--- src/rtl/nearest_target_scanner.sv ---
// Snapshots player/target positions on start, then scans one slot per cycle against an external
// distance stage and reports the nearest in-range valid target. Optional: NEAREST_EARLY_EXIT_EN.
module nearest_target_scanner #(
    parameter int unsigned NUM_TARGETS = 8,
    parameter int unsigned IDX_W       = $clog2(NUM_TARGETS)
) (
    input  logic                     clk_i,
    input  logic                     rst_i,
    input  logic                     start_i,
    input  logic [2:0]               player_x_i,
    input  logic [2:0]               player_y_i,
    input  logic [3*NUM_TARGETS-1:0] tgt_x_i,
    input  logic [3*NUM_TARGETS-1:0] tgt_y_i,
    input  logic [NUM_TARGETS-1:0]   tgt_valid_i,
    output logic [3:0]               diff_x_o,
    output logic [3:0]               diff_y_o,
    input  logic [2:0]               dist_i,
    output logic                     busy_o,
    output logic                     done_o,
    output logic                     found_o,
    output logic [IDX_W-1:0]         nearest_idx_o,
    output logic [2:0]               nearest_dist_o
);

    localparam logic [IDX_W-1:0] LastIdx = IDX_W'(NUM_TARGETS - 1);

    typedef enum logic [1:0] {StIdle, StScan, StDone} state_e;

    state_e                   state_q;
    logic [IDX_W-1:0]         idx_q;
    logic [2:0]               px_q, py_q;
    logic [3*NUM_TARGETS-1:0] tx_q, ty_q;
    logic [NUM_TARGETS-1:0]   tv_q;
    logic                     busy_q, done_q, found_q;
    logic [IDX_W-1:0]         nidx_q;
    logic [2:0]               ndist_q;

    logic [2:0] cur_x, cur_y;
    logic [3:0] dx, dy, abs_x, abs_y;
    logic       cand, take, last, exit_early;

    always_comb begin
        cur_x = tx_q[idx_q*3 +: 3];
        cur_y = ty_q[idx_q*3 +: 3];
        dx    = {1'b0, cur_x} - {1'b0, px_q};
        dy    = {1'b0, cur_y} - {1'b0, py_q};
        abs_x = dx[3] ? 4'(-dx) : dx;
        abs_y = dy[3] ? 4'(-dy) : dy;
        // dist_i is only meaningful inside the +/-4 window of the distance stage
        cand  = tv_q[idx_q] && (abs_x <= 4'd4) && (abs_y <= 4'd4);
        take  = cand && (!found_q || (dist_i < ndist_q));
        last  = (idx_q == LastIdx);
`ifdef NEAREST_EARLY_EXIT_EN
        exit_early = take && (dist_i == 3'd0);
`else
        exit_early = 1'b0;
`endif
        diff_x_o = (state_q == StScan) ? dx : 4'd0;
        diff_y_o = (state_q == StScan) ? dy : 4'd0;
    end

    always_ff @(posedge clk_i) begin
        if (rst_i) begin
            state_q <= StIdle;
            idx_q   <= '0;
            px_q    <= '0;
            py_q    <= '0;
            tx_q    <= '0;
            ty_q    <= '0;
            tv_q    <= '0;
            busy_q  <= 1'b0;
            done_q  <= 1'b0;
            found_q <= 1'b0;
            nidx_q  <= '0;
            ndist_q <= '0;
        end else begin
            unique case (state_q)
                StIdle: begin
                    done_q <= 1'b0;
                    if (start_i) begin
                        px_q    <= player_x_i;
                        py_q    <= player_y_i;
                        tx_q    <= tgt_x_i;
                        ty_q    <= tgt_y_i;
                        tv_q    <= tgt_valid_i;
                        idx_q   <= '0;
                        found_q <= 1'b0;
                        nidx_q  <= '0;
                        ndist_q <= '0;
                        busy_q  <= 1'b1;
                        state_q <= StScan;
                    end
                end
                StScan: begin
                    if (take) begin
                        found_q <= 1'b1;
                        nidx_q  <= idx_q;
                        ndist_q <= dist_i;
                    end
                    if (last || exit_early) begin
                        busy_q  <= 1'b0;
                        state_q <= StDone;
                    end else begin
                        idx_q <= idx_q + 1'b1;
                    end
                end
                StDone: begin
                    done_q  <= 1'b1;
                    state_q <= StIdle;
                end
                default: state_q <= StIdle;
            endcase
        end
    end

    assign busy_o         = busy_q;
    assign done_o         = done_q;
    assign found_o        = found_q;
    assign nearest_idx_o  = nidx_q;
    assign nearest_dist_o = ndist_q;

endmodule

--- config.mk ---
export PLATFORM = sky130hd
export DESIGN_NAME = nearest_target_scanner
export DESIGN_NICKNAME = d
export VERILOG_FILES = /design/src/rtl/nearest_target_scanner.sv
export SDC_FILE = /design/constraint.sdc
export NUM_CORES = 1
export LEC_CHECK = 0
export ABC_AREA = 1
export CORE_UTILIZATION = 45
export CTS_BUF_LIST = sky130_fd_sc_hd__clkbuf_8 sky130_fd_sc_hd__clkbuf_16
export CTS_CLUSTER_DIAMETER = 100
export DETAILED_ROUTE_END_ITERATION = 8
export PLACE_DENSITY = 0.82
export SLEW_MARGIN = 20
export SYNTH_ARGS = -nofsm -noshare
export SYNTH_HDL_FRONTEND = slang
export SYNTH_SLANG_ARGS = --single-unit
--- constraint.sdc ---
create_clock -name clk_i -period 2.59 [get_ports clk_i]
set_input_delay 0.3885 -clock clk_i [delete_from_list [all_inputs] [get_ports clk_i]]
set_output_delay 0.3885 -clock clk_i [all_outputs]
set_load 0.005 [all_outputs]
# Yosys cells after proc, flatten, opt, wreduce, memory -nomap -nowiden
# Cells that the tools add are included.
classes:
  order_cmp: 4
  multipliers: 1
  n_shift: 2
  reduce_logical: 13
  n_addsub: 5
  eq_ne: 7
  muxes: 23
ops:
  columns: ["op", "count"]
  rows:
  - ["$shiftx 24x6->3", 2]
  - ["$pmux 3 s2", 3]
  - ["$mux 4", 4]
  - ["$mux 3", 4]
  - ["$reduce_and 3->1", 3]
  - ["$le 4x3->1 const B", 2]
  - ["$ne 2x2->1 const B", 4]
  - ["$neg 4->4", 2]
  - ["$sub 3x3->4", 2]
  - ["$pmux 1 s2", 3]
  - ["$mul 3x2->5 const B", 1]
  - ["$mux 1", 5]
  - ["$lt 3x4->1 const B", 1]
  - ["$mux 2", 2]
  - ["$pmux 2 s2", 1]
  - ["$reduce_and 2->1", 2]
  - ["$reduce_bool 2->1", 2]
  - ["$add 3x1->3 const B", 1]
  - ["$bmux 1 s3", 1]
  - ["$eq 3x3->1 const B", 1]
  - ["$logic_and 1x1->1", 3]
  - ["$lt 3x3->1", 1]
  - ["$eq 2x1->1 const B", 1]
  - ["$eq 2x2->1 const B", 1]
  - ["other kinds (3)", 3]
word_totals:
  elab_cells: 67
  inputBits: 68
  output_inout_bits: 17
  ff_bits: 76

# Longest topological paths before layout
# Gate-level depths: netlist of the first run.
depth:
  word_depth: 11
  ltp_mapped: 18
  mapped_depth_nobuf: 16

# Worst setup path after synthesis of the first run
# No wires, ideal clock.
synth_timing:
  path_type: "reg-to-reg"
  start: "register idx_q[0]"
  end: "register ndist_q[0] (netlist: nearest_dist_o[0])"
  setup_ps: 139
  synth_period_minus_slack_ps: 2601
  arrival_time_ps: 2462
  required_ps: 2451
  n_path_buf: 2
  path_slack_ps: -11
  stages_incl_launch_ff: 17
  cell_sequence: "dfxtp_1 -> inv_2 -> buf_6 -> clkbuf_1 -> o21ai_0 -> o221ai_1 -> o21ai_1 -> ha_1 -> fa_1 -> xor2_1 -> nor2_1 -> nand2_1 -> nand2_1 -> nor2_4 -> nand2_4 -> nand3_2 -> a21oi_2"
synth_between:
  elab_chain_cells: 11
  elab_cells_between_ends: 18
  cone_classes: "add/sub (4); mul (1); order compare (2); eq/ne (1); shift (2); mux (4); reduce/logical (4)"
synth_lines:
  columns: ["item", "line", "source"]
  rows:
  - ["start: declaration", "30", "logic [IDX_W-1:0] idx_q;"]
  - ["start signal: assignment", "104", "idx_q <= idx_q + 1'b1;"]
  - ["$mul 3x2->5", "43, 44", null]
  - ["$shiftx 24x6->3", "43", "cur_x = tx_q[idx_q*3 +: 3];"]
  - ["$sub 3x3->4", "45", "dx = {1'b0, cur_x} - {1'b0, px_q};"]
  - ["$neg 4->4", "47", "abs_x = dx[3] ? 4'(-dx) : dx;"]
  - ["$mux 4", "47", null]
  - ["$le 4x3->1", "50", "cand = tv_q[idx_q] && (abs_x <= 4'd4) && (abs_y <= 4'd4);"]
  - ["$logic_and 1x1->1", "50", null]
  - ["$logic_and 1x1->1 *", "50", null]
  - ["$logic_and 1x1->1 *", "51", "take = cand && (!found_q || (dist_i < ndist_q));"]
  - ["$ne 2x2->1 (no source line) *", null, null]
  - ["$reduce_and 3->1 (no source line) *", null, null]
  - ["end signal: assignment", "98", "ndist_q <= dist_i;"]
  - ["end: declaration", "36", "logic [2:0] ndist_q;"]
# Every way passes the cells marked *; elsewhere a longest branch is shown, timed or not. The select of a mux whose other input is x is not followed.
# A chain may end at the register's enable or synchronous reset.

# Worst setup path in the final report of the first run
layout_timing:
  start: "register idx_q[0]"
  end: "output port diff_y_o[2]"
layout_between:
  elab_chain_cells: 4
layout_lines:
  columns: ["item", "line", "source"]
  rows:
  - ["$mul 3x2->5", "44", "cur_y = ty_q[idx_q*3 +: 3];"]
  - ["$shiftx 24x6->3", "44", null]
  - ["$sub 3x3->4", "46", "dy = {1'b0, cur_y} - {1'b0, py_q};"]
  - ["$mux 4", "59", "diff_y_o = (state_q == StScan) ? dy : 4'd0;"]
  - ["end: declaration", "16", "output logic [3:0] diff_y_o,"]
# Every way passes these cells.

==> summary.txt, run 1 <==
Placed design
  • Post-DP HPWL: 6614 µm
  • Pre-CTS setup slack: -172.3 ps
  • Placed standard-cell area: 0.004572 mm²
  • Number of buffers inserted by port buffering: 84
  • Last weighted congestion value of the routability-driven placer: 0.8968

Power and ir drop
  • Worst IR drop on VDD: 0.2901 mV
  • Leakage power summed over all cells: 0.002062 µW
  • Power density of the placed cells: 658.8 mW/mm²

GRT
  • Wire length of the first global-routing pass: 16120 µm
  • Number of antenna violations at the first check in global routing: 0
  • Global Route met1 Usage: 29.72%
  • Met3 track demand over resource: 5.471%
  • Grt total ovfl: 0
  • Met2 Use GR: 42.11%
  • Via count of the first global-routing pass: 3499
  • Global Route Usage Sum: 24.33%
  • Layer carrying the most global-route usage: met2
  • Maximum number of pins on one net before global-route repair: 57

Yosys
  • Net count after synthesis: 563
  • Flip-flop and latch count after synthesis: 76
  • Main area contributors after synthesis: sky130_fd_sc_hd__dfxtp_1, sky130_fd_sc_hd__nor2_1, sky130_fd_sc_hd__o21ai_0
  • Number of enable flip-flop cells after synthesis: 0
  • Post-synthesis sequential area ratio: 42.89%
  • Post-synthesis instance area: 0.003547 mm²
  • Cell with the most instances after synthesis: sky130_fd_sc_hd__nor2_1
  • Instance count of the mapped netlist: 483
  • Top flip-flop cell by instance count after synthesis: sky130_fd_sc_hd__dfxtp_1
  • Synth top area share: 42.89%
  • Average cell area after synthesis: 7.344 µm²
  • Post-synthesis cell type with the largest combined area: sky130_fd_sc_hd__dfxtp_1
  • Commonest cells in the synthesized netlist: sky130_fd_sc_hd__nor2_1, sky130_fd_sc_hd__o21ai_0, sky130_fd_sc_hd__dfxtp_1
  • Number of warnings printed during yosys synthesis: 0
  • Share of async-settable or async-resettable flops after synthesis: 0%
  • Count of distinct cell types in the synthesized netlist: 32

Clock network
  • TritonCTS clock tree: done
  • Number of buffers on the longest clock path: 2
  • Insertion delay to the later sink of the worst-skew pair: 350 ps
  • Number of levels in the clock H-tree: 3
  • Clock-pin slew of the registers on the worst-case setup and hold paths: 70 ps
  • TritonCTS Sinks: 76
  • Root buffer cell: sky130_fd_sc_hd__clkbuf_8
  • Total clock buffers created by CTS: 9

Worst setup path
  • Highest-delay cell along the critical path: sky130_fd_sc_hd__dfxtp_4
  • Critical path type: flip-flop to output port
  • Max Fanout on Critical Path: 9
  • Worst reg2reg path endpoint: nearest_idx_o[2]
  • Worst reg2reg setup slack: -40 ps
  • Arrival time worst endpoint: 2310 ps
  • Number of cell instances on the worst register-to-register path: 15
  • Critical Path Start Type: flip-flop
  • RR Startpoint: idx_q[0]
  • Longest individual stage delay on the worst path: 420 ps
  • Cells traversed along the worst timing path: buf_6 -> o21ai_1 -> o221ai_1 -> o21ai_2 -> ha_2 -> fa_2 -> xor2_2 -> nor2_1 -> buf_2
  • Required time at the worst-slack endpoint: 2200 ps
  • Endpoint type of the worst setup path: output port

Route
  • Routed wirelength normalized by instance count: 14.13 µm
  • Detailed-router iteration count before antenna repair: 4
  • Remaining DRCs: 0
  • Vias per inst: 5.252
  • ANT nets after route: 0
  • Final wirelength: 9764 µm
  • Vias: 3629
  • Number of violations reported at the end of detailed-routing iteration 0: 196

Floorplan
  • Initial core utilization: 46.14%
  • Number of placed I/O pins: 85
  • Area of the core: 0.007687 mm²
  • Floorplan die width: 90.79 µm
  • FP Rows: 32
  • Floorplan die area: 0.008242 mm²
  • Die height: 90.79 µm

Timing
  • Shortest clock period the worst path allows after layout: 2695 ps
  • Maximum clock frequency: 0.3711 GHz
  • Final Hold Fails: 0
  • Worst slew slack as a fraction of its limit: 67.07%
  • Count of final setup violators: 12
  • Worst Clk Skew: 9.909 ps
  • Setup WS post-layout: -104.5 ps
  • Least-Margin Pin Slew: 492.2 ps
  • Count of final max-slew check failures: 0
  • RSZ-0062 raised after global routing: yes
  • Period utilisation layout: 104.0%

Finish
  • Fraction of final layout cells sized beyond drive strength 1: 19.02%
  • Number of inserted diodes: 0
  • Fin area: 0.005024 mm²
  • Area Overhead vs Synth: 41.62%
  • Filler cell count in the final layout: 627
  • Nets: 664

Min path
  • Path category of the worst min-delay check: flip-flop to flip-flop
  • Terminating pin of the worst hold path: tv_q[2]
  • Worst hold stages: 2
  • Hold Crit Start: tv_q[2]

Outcome
  • Violated checks: setup timing
  • Run status: complete, but fails checks

Run
  • Max-cap violations: 0
==> state kept, by name, indices dropped and copies added, names as in the netlist <==
| name | count |
|---|---|
| ty_q | 24 |
| busy_o | 1 |
| nearest_dist_o | 3 |
| tv_q | 8 |
| nearest_idx_o | 3 |
| done_o | 1 |
| tx_q | 24 |
| state_q | 2 |
| py_q | 3 |
| found_o | 1 |
| px_q | 3 |
| idx_q | 3 |
==> worst max path at each step <==
stage / to / from / slack (ps) / depth (start not counted)
detailed placement: diff_y_o[3] / idx_q[0] / -170 / 11
floorplan: nearest_dist_o[0] / idx_q[0] / 7 / 15
CTS: diff_x_o[2] / idx_q[0] / -80 / 12
finish: diff_y_o[2] / idx_q[0] / -100 / 9
global route: diff_x_o[2] / idx_q[0] / -230 / 12
global placement: diff_y_o[3] / idx_q[0] / -90 / 11
==> cells by family after synthesis <==
family          after synthesis  share of synthesized area (%)
fa+ha+maj                    12                          4.656
flops                        76                          42.89
xor+xnor                      2                         0.7056
simple gates                208                          25.50
buf+inv                      57                          6.737
compound gates              128                          19.51
==> worst max-delay path, delay by kind of cell, from the launching register on <==
family,cells,cell delay [ps]
XOR/XNOR,1,170
buffers and inverters,2,270
AO/OA/AOI/OAI,3,380
adder cells (fa/ha/maj),2,610
AND/OR/NAND/NOR,1,100
flip-flops,1,420
==> per-stage QoR <==
stage / power (µW) / cells / util, % / hold slack (ps) / setup TNS, ps
after detailed placement: 2201 / 665 / 59.47 / 448.6 / -1209
after CTS: 3242 / 690 / 64.66 / 457.9 / -335.9
after global routing: 3485 / 691 / 65.35 / 492.1 / -2308
after global placement: 2172 / 665 / 59.47 / 441.7 / -220.0
final: 3310 / 691 / 65.35 / 460.1 / -671.0
after floorplan: 1866 / 483 / - / 429.3 / 0
==> routing by layer <==
metal	up-vias	part of all wire [%]	wire, µm
met5	-	0	0
met4	0	2.8	278
met2	166	48	4692
met3	29	6.3	619
li1	1783	-	-
met1	1651	43	4174
==> cell type report <==
class,instances,area [µm²],area share (%)
Clock buffer,10,137.6,2.740
Clock inverter,6,80.08,1.594
Inverter,28,110.1,2.192
Multi-Input combinational cell,350,1909,38.01
Sequential cell,76,1526,30.39
Tap cell,102,127.6,2.540
Timing Repair Buffer,119,1132,22.54
==> layout by cell type, fill, tap and decap left out, types with 2 or more instances in the layout <==
master,Yosys,layout
sky130_fd_sc_hd__ha_1,10,6
sky130_fd_sc_hd__a21oi_2,7,8
sky130_fd_sc_hd__o22ai_1,8,5
sky130_fd_sc_hd__buf_2,11,6
sky130_fd_sc_hd__dfxtp_1,76,74
sky130_fd_sc_hd__dlygate4sd2_1,0,2
sky130_fd_sc_hd__nor2_1,155,152
sky130_fd_sc_hd__nand2_4,2,2
sky130_fd_sc_hd__nand3_1,13,12
sky130_fd_sc_hd__o22ai_2,0,3
sky130_fd_sc_hd__nand3_2,7,8
sky130_fd_sc_hd__o21ai_0,84,70
sky130_fd_sc_hd__nand2_1,24,22
sky130_fd_sc_hd__nand2_2,1,3
sky130_fd_sc_hd__ha_2,0,2
sky130_fd_sc_hd__o221ai_1,2,2
sky130_fd_sc_hd__nor2_2,0,3
sky130_fd_sc_hd__a21oi_1,14,12
sky130_fd_sc_hd__bufinv_16,0,2
sky130_fd_sc_hd__buf_6,1,9
sky130_fd_sc_hd__fa_2,0,2
sky130_fd_sc_hd__inv_1,23,22
sky130_fd_sc_hd__xor2_2,1,2
sky130_fd_sc_hd__inv_2,5,7
sky130_fd_sc_hd__clkbuf_8,0,10
sky130_fd_sc_hd__clkdlybuf4s50_1,0,76
sky130_fd_sc_hd__ha_4,0,2
sky130_fd_sc_hd__buf_4,1,24
sky130_fd_sc_hd__a211oi_1,2,2
sky130_fd_sc_hd__o21ai_2,0,6
sky130_fd_sc_hd__o21ai_1,9,17
==> where the power goes <==
part	total [µW]	switching (µW)	internal (µW)
Sequential	1330	68.9	1260
Clock	982	422	560
Combinational	995	523	472
Total	3310	1010	2300
==> timing repair <==
action                                  4_1_cts  5_1_grt
buffers inserted                              8        1
endpoints found under the setup margin       14       14
pin swaps                                    29       14
hold endpoints to repair                      0        0
hold buffers                                  0        0
gates resized for setup                      71       15
gates cloned                                  2        0
(Power assumes the default switching activity.)
==> run 2, diff against run 1 <==
--- a/config.mk
+++ b/config.mk
@@ -10,6 +10,7 @@
 export CTS_BUF_LIST = sky130_fd_sc_hd__clkbuf_8 sky130_fd_sc_hd__clkbuf_16
 export CTS_CLUSTER_DIAMETER = 100
 export DETAILED_ROUTE_END_ITERATION = 8
+export GPL_ROUTABILITY_DRIVEN = 0
 export PLACE_DENSITY = 0.82
 export SLEW_MARGIN = 20
 export SYNTH_ARGS = -nofsm -noshare
==> results of run 2 <==
No change in the layout: final DEF, timing and power equal those of run 1.
